**src/rtl/cpu_pkg.sv**
```systemverilog
// Shared definitions for the MIPS-subset core: fetch FSM states, instruction
// field positions and the opcodes that fetch and control both need.
package cpu_pkg;

  typedef enum logic [1:0] {
    IF_IDLE  = 2'd0,
    IF_FETCH = 2'd1,
    IF_HOLD  = 2'd2
  } if_state_t;

  localparam int OP_MSB  = 31;
  localparam int OP_LSB  = 26;
  localparam int RS_MSB  = 25;
  localparam int RS_LSB  = 21;
  localparam int RT_MSB  = 20;
  localparam int RT_LSB  = 16;
  localparam int RD_MSB  = 15;
  localparam int RD_LSB  = 11;
  localparam int FUN_MSB = 5;
  localparam int FUN_LSB = 0;
  localparam int IMM_MSB = 15;
  localparam int IMM_LSB = 0;

  localparam logic [5:0] OP_RTYPE = 6'b000000;
  localparam logic [5:0] OP_BEQ   = 6'b000100;

  // Branch displacement in bytes: sign-extended word offset shifted left by two.
  function automatic logic [31:0] branch_offset(input logic [15:0] imm16);
    return {{14{imm16[15]}}, imm16, 2'b00};
  endfunction

endpackage

```
**src/rtl/instr_fetch_if.sv**
```systemverilog
// Request/ready bus between the fetch stage (master) and instruction memory (slave).
interface instr_fetch_if;
  logic        imem_req;
  logic [31:0] imem_addr;
  logic        imem_ready;
  logic [31:0] imem_rdata;

  modport master (output imem_req, imem_addr, input imem_ready, imem_rdata);
  modport slave  (input imem_req, imem_addr, output imem_ready, imem_rdata);
endinterface

```
**src/rtl/npc_logic.sv**
```systemverilog
// Combinational next-PC: sequential PC+4 or PC+4 plus the branch displacement.
module npc_logic
  import cpu_pkg::*;
(
  input  logic [31:0] pc,
  input  logic [15:0] imm16,
  input  logic        nPC_sel,
  output logic [31:0] next_pc
);

  logic [31:0] seq_pc;

  assign seq_pc  = pc + 32'd4;
  assign next_pc = nPC_sel ? (seq_pc + branch_offset(imm16)) : seq_pc;

endmodule

```
**src/rtl/instr_fetch.sv**
```systemverilog
// Instruction fetch stage: owns the PC, fetches one word per instruction over
// the imem bus, holds it for decode, and commits the next PC on advance.
module instr_fetch
  import cpu_pkg::*;
#(
  parameter logic [31:0] RESET_PC = 32'h0040_0000
)(
  input  logic          clk,
  input  logic          reset,
  instr_fetch_if.master imem,
  input  logic          advance,
  input  logic          nPC_sel,
  output logic          instr_valid,
  output logic [31:0]   instr,
  output logic [31:0]   pc,
  output logic [5:0]    op,
  output logic [4:0]    rs,
  output logic [4:0]    rt,
  output logic [4:0]    rd,
  output logic [5:0]    fun,
  output logic [15:0]   imm16
);

  if_state_t   state;
  logic [31:0] next_pc;

  npc_logic u_npc (
    .pc      (pc),
    .imm16   (imm16),
    .nPC_sel (nPC_sel),
    .next_pc (next_pc)
  );

  // Request is decoded from the state register only, so imem_ready never
  // reaches imem_req/imem_addr combinationally.
  assign imem.imem_req  = (state == IF_FETCH);
  assign imem.imem_addr = pc;

  assign op    = instr[OP_MSB:OP_LSB];
  assign rs    = instr[RS_MSB:RS_LSB];
  assign rt    = instr[RT_MSB:RT_LSB];
  assign rd    = instr[RD_MSB:RD_LSB];
  assign fun   = instr[FUN_MSB:FUN_LSB];
  assign imm16 = instr[IMM_MSB:IMM_LSB];

  always_ff @(posedge clk or posedge reset) begin
    if (reset) begin
      state       <= IF_IDLE;
      pc          <= RESET_PC;
      instr       <= '0;
      instr_valid <= 1'b0;
    end else begin
      case (state)
        IF_IDLE: state <= IF_FETCH;
        IF_FETCH: begin
          if (imem.imem_ready) begin
            instr       <= imem.imem_rdata;
            instr_valid <= 1'b1;
            state       <= IF_HOLD;
          end
        end
        IF_HOLD: begin
          if (advance) begin
            pc          <= next_pc;
            instr_valid <= 1'b0;
            state       <= IF_FETCH;
          end
        end
        default: state <= IF_IDLE;
      endcase
    end
  end

endmodule

```
**src/flat_wrapper.sv**
```systemverilog
// flat-port wrapper written by rule: the top's interface ports become plain ports
module instr_fetch_flat import cpu_pkg::*;
#(
  parameter logic [31:0] RESET_PC = 32'h0040_0000
)
  (clk, reset, advance, nPC_sel, instr_valid, instr, pc, op, rs, rt, rd, fun, imm16, imem_imem_req, imem_imem_addr, imem_imem_ready, imem_imem_rdata);
  instr_fetch_if imem_i ();
  input  logic clk;
  input  logic reset;
  input  logic advance;
  input  logic nPC_sel;
  output logic instr_valid;
  output logic [31:0] instr;
  output logic [31:0] pc;
  output logic [5:0] op;
  output logic [4:0] rs;
  output logic [4:0] rt;
  output logic [4:0] rd;
  output logic [5:0] fun;
  output logic [15:0] imm16;
  output wire logic [$bits(imem_i.imem_req)-1:0] imem_imem_req;
  output wire logic [$bits(imem_i.imem_addr)-1:0] imem_imem_addr;
  input wire logic [$bits(imem_i.imem_ready)-1:0] imem_imem_ready;
  input wire logic [$bits(imem_i.imem_rdata)-1:0] imem_imem_rdata;
  assign imem_imem_req = imem_i.imem_req;
  assign imem_imem_addr = imem_i.imem_addr;
  assign imem_i.imem_ready = imem_imem_ready;
  assign imem_i.imem_rdata = imem_imem_rdata;
  instr_fetch #(.RESET_PC(RESET_PC)) u_core (.clk(clk), .reset(reset), .imem(imem_i), .advance(advance), .nPC_sel(nPC_sel), .instr_valid(instr_valid), .instr(instr), .pc(pc), .op(op), .rs(rs), .rt(rt), .rd(rd), .fun(fun), .imm16(imm16));
endmodule
```
**config.mk**
```make
export PLATFORM = sky130hd
export DESIGN_NAME = instr_fetch_flat
export DESIGN_NICKNAME = d
export VERILOG_FILES = /design/src/rtl/cpu_pkg.sv /design/src/rtl/instr_fetch_if.sv /design/src/rtl/npc_logic.sv /design/src/rtl/instr_fetch.sv /design/src/flat_wrapper.sv
export SDC_FILE = /design/constraint.sdc
export NUM_CORES = 1
export LEC_CHECK = 0
export ABC_AREA = 1
export BUFFER_PORTS_ARGS = -buffer_cell sky130_fd_sc_hd__buf_4
export CAP_MARGIN = 15
export CORE_ASPECT_RATIO = 1.2
export CORE_MARGIN = 2
export CORE_UTILIZATION = 48
export CTS_BUF_LIST = sky130_fd_sc_hd__clkbuf_8 sky130_fd_sc_hd__clkbuf_16
export DETAILED_ROUTE_END_ITERATION = 12
export PLACE_DENSITY = 0.78
export RECOVER_POWER = 25
export SLEW_MARGIN = 10
export SYNTH_ARGS = -nofsm -noshare
export SYNTH_HDL_FRONTEND = slang
export SYNTH_SLANG_ARGS = --single-unit
```
**constraint.sdc**
```tcl
create_clock -name clk -period 2.46 [get_ports clk]
set_input_delay 0.492 -clock clk [delete_from_list [all_inputs] [get_ports clk]]
set_output_delay 0.492 -clock clk [all_outputs]
set_load 0.02 [all_outputs]
```
==> impl_metrics.ini <==
[cts]
clk_pin_slew_ps = 70
cts_root_buffer = clkbuf_16
clockBufferDepth = 2
cts_tree = yes
cts_sinks = 65
ctsHoldBuffers = 0
cts_made_buffers = 9
clock_latency_ps = 350
htreeDepth = 3

[placement]
place_hpwl_um = 14400
dpl_cell_area_um2 = 8110
gp_congestion = 1.01
port_buffers = 173

[worst_setup_path]
cp_cell_sequence = nand2_2, nor2_1, nand4_1, buf_4, xor2_2, inv_2, ha_4, nand2_2, nor2_4, inv_2, nor2_1, nand2_1, nand2_4, nand2_2, nand2_1, nand2_1, a21oi_2, o21ai_1
cpLargestDelayFamily = simple AND/OR/NAND/NOR gates
critPathMaxStageDelay_ps = 430
setup.worst_path.start_class = flop
r2r_setup_slack_ps = -560
arrival_ps = 3240
critPathKind = flop to flop
path_depth = 18
cp.buffers_inverters = 3
worst_setup_path_end_kind = flop
cp_max_fo = 4
slowest_stage = dfrtp_2
rr_endpoint = u_core.imem.imem_addr[23]
r2r_start = u_core.imem.imem_addr[9]
crit_required_ps = 2690
rr_worst_depth = 18

[yosys]
synth_cell_types = 42
ys_seq_area_share_pct = 26.7
yosysMostFrequentCell = nand2_1
yosysWarnings = 0
synth_async_sr_flop_share_pct = 100
avgSynthCellArea_um2 = 6.99
yosys-top-cells-count = nand2_1 (247), inv_1 (113), buf_4 (79)
synth.area.top_cells = dfrtp_1 (26%), nand2_1 (15%), buf_4 (9.7%), ha_1 (7.6%), inv_1 (7.0%)
synthCells = 872
synth-edff-count = 0
syn_area_um2 = 6100
netlist.area_leader.share_pct = 26.3
ys_seq_elements = 65
yosys.area.top_type = dfrtp_1
yosys_most_used_dff = dfrtp_1

[hold_path]
hold_path_end = u_core.state[0]
min_path_cells = 2
hp-start = imem_imem_ready
hold_path.class = primary input to flop

[run_status]
violations = negative setup slack
status = finished, violations left

[timing]
finalSetupViolCount = 26
max-slew-margin-rel_pct = 27.5
timing.fmax_mhz = 331
hold_viol = 0
rsz0062_at_grt = true
fin_ws_ps = -558
layout_min_cycle_time_ps = 3020
tightest_slew_ps = 1090
slew_viol_final = 0
finalClockSkew_ps = 11.2
min_period_over_period_pct = 123

[grt]
gr-total-overflow = 0
grt_use_total_pct = 29.6
grt_max_degree = 36
grt_pass1_wl_um = 31500
grt_antenna_before_repair = 0
grt_pass1_vias = 6615

[floorplanning]
start_util_pct = 48.6
rows = 45
dieArea_um2 = 13600
die_width_um = 107
ios = 178
core-area_um2 = 12600
die_h_um = 127

[routing]
drt_wl_total_um = 25500
dr.pass1.iters = 6
vias = 7246
viasPerCell = 5.60
drt_iter0_drc = 567
drt-wirelength-per-cell_um = 19.7
ant_nets = 0
drc = 0

[final_layout]
drive_gt1_share_pct = 56.9
nets = 1199
n_antenna_cell = 0
area_growth_pct = 64.4
fin_area_um2 = 10000

[job]
maxCapViolations = 0
layout by cell type (no fill, tap or decap), types with 19 or more instances in the layout:
| cell type | netlist | layout |
|---|---|---|
| dfrtp_1 | 64 | 47 |
| inv_2 | 0 | 26 |
| nand2_2 | 1 | 45 |
| nand2_4 | 2 | 27 |
| nor2_4 | 4 | 19 |
| a21oi_2 | 0 | 21 |
| nand3_1 | 48 | 42 |
| inv_1 | 113 | 84 |
| nor2_1 | 64 | 35 |
| nand2_1 | 247 | 177 |
| mux2_2 | 31 | 31 |
| ha_4 | 0 | 26 |
| buf_4 | 79 | 310 |
kinds of logic after synthesis:
family | share of synthesized area (%)
simple gates | 28.0
buf+inv | 17.7
compound gates | 8.76
mux | 5.72
xor+xnor | 5.13
flops | 26.7
other cells | 0.0615
fa+ha+maj | 7.92
final cells by class:
cell class	count	area, um^2
clock buffers	9	225
clock inverters	7	108
fillers	731	2530
inverters	115	439
multi-input cells	603	4840
flip-flops and latches	65	1650
well taps	164	205
repair buffers	330	2550
worst reg2reg max path, stage by stage (launching register included):
cell and delay, ps:
dfrtp_2 430, nand2_2 100, nor2_1 180, nand4_1 260
buf_4 240, xor2_2 150, inv_2 110, ha_4 310
nand2_2 130, nor2_4 160, inv_2 70, nor2_1 120
nand2_1 110, nand2_4 130, nand2_2 70, nand2_1 60
nand2_1 60, a21oi_2 130, o21ai_1 80
layer usage:
layer	part of all wire, %	track usage (%)
met3	6.8	3.83
met4	9.3	20.3
met2	50	53.7
met1	34	31.5
met5	0	0
registers in the layout, summed over array words and instances, names as in the netlist:
| register | count |
|---|---|
| u_core.imem.imem_addr | 30 |
| u_core.instr | 32 |
| u_core.state | 2 |
| u_core.instr_valid | 1 |
worst max path at each step:
stage	startpoint	end	slack, ps
2_1_floorplan	u_core.imem.imem_addr[2]	u_core.imem.imem_addr[31]	-40
3_3_place_gp	u_core.imem.imem_addr[2]	u_core.imem.imem_addr[15]	-400
3_5_place_dp	u_core.imem.imem_addr[2]	u_core.imem.imem_addr[15]	-400
4_1_cts	u_core.imem.imem_addr[2]	u_core.imem.imem_addr[28]	-260
5_1_grt	u_core.imem.imem_addr[9]	u_core.imem.imem_addr[23]	-690
6_report	u_core.imem.imem_addr[9]	u_core.imem.imem_addr[23]	-560
timing repair:
action                                  4_1_cts  5_1_grt
resized for setup                           126      183
endpoints found under the setup margin       24       25
pin swaps                                    50      100
buffers inserted                             14       20
hold endpoints to repair                      0        0
per-stage QoR:
stage	setup slack (ps)	std cells	utilization [%]	hold slack, ps	TNS, ps
6_report	-558	1293	79.8	349	-9990
3_3_place_gp	-401	1244	64.6	459	-5860
3_5_place_dp	-402	1244	64.6	464	-6560
4_1_cts	-257	1273	72.5	243	-3920
5_1_grt	-689	1293	79.8	333	-12950
2_1_floorplan	-41.4	875	-	452	-167
Power is left out: the tool's default activity adds up to more than one toggle a clock period on the data nets, which glitch-free logic cannot reach.
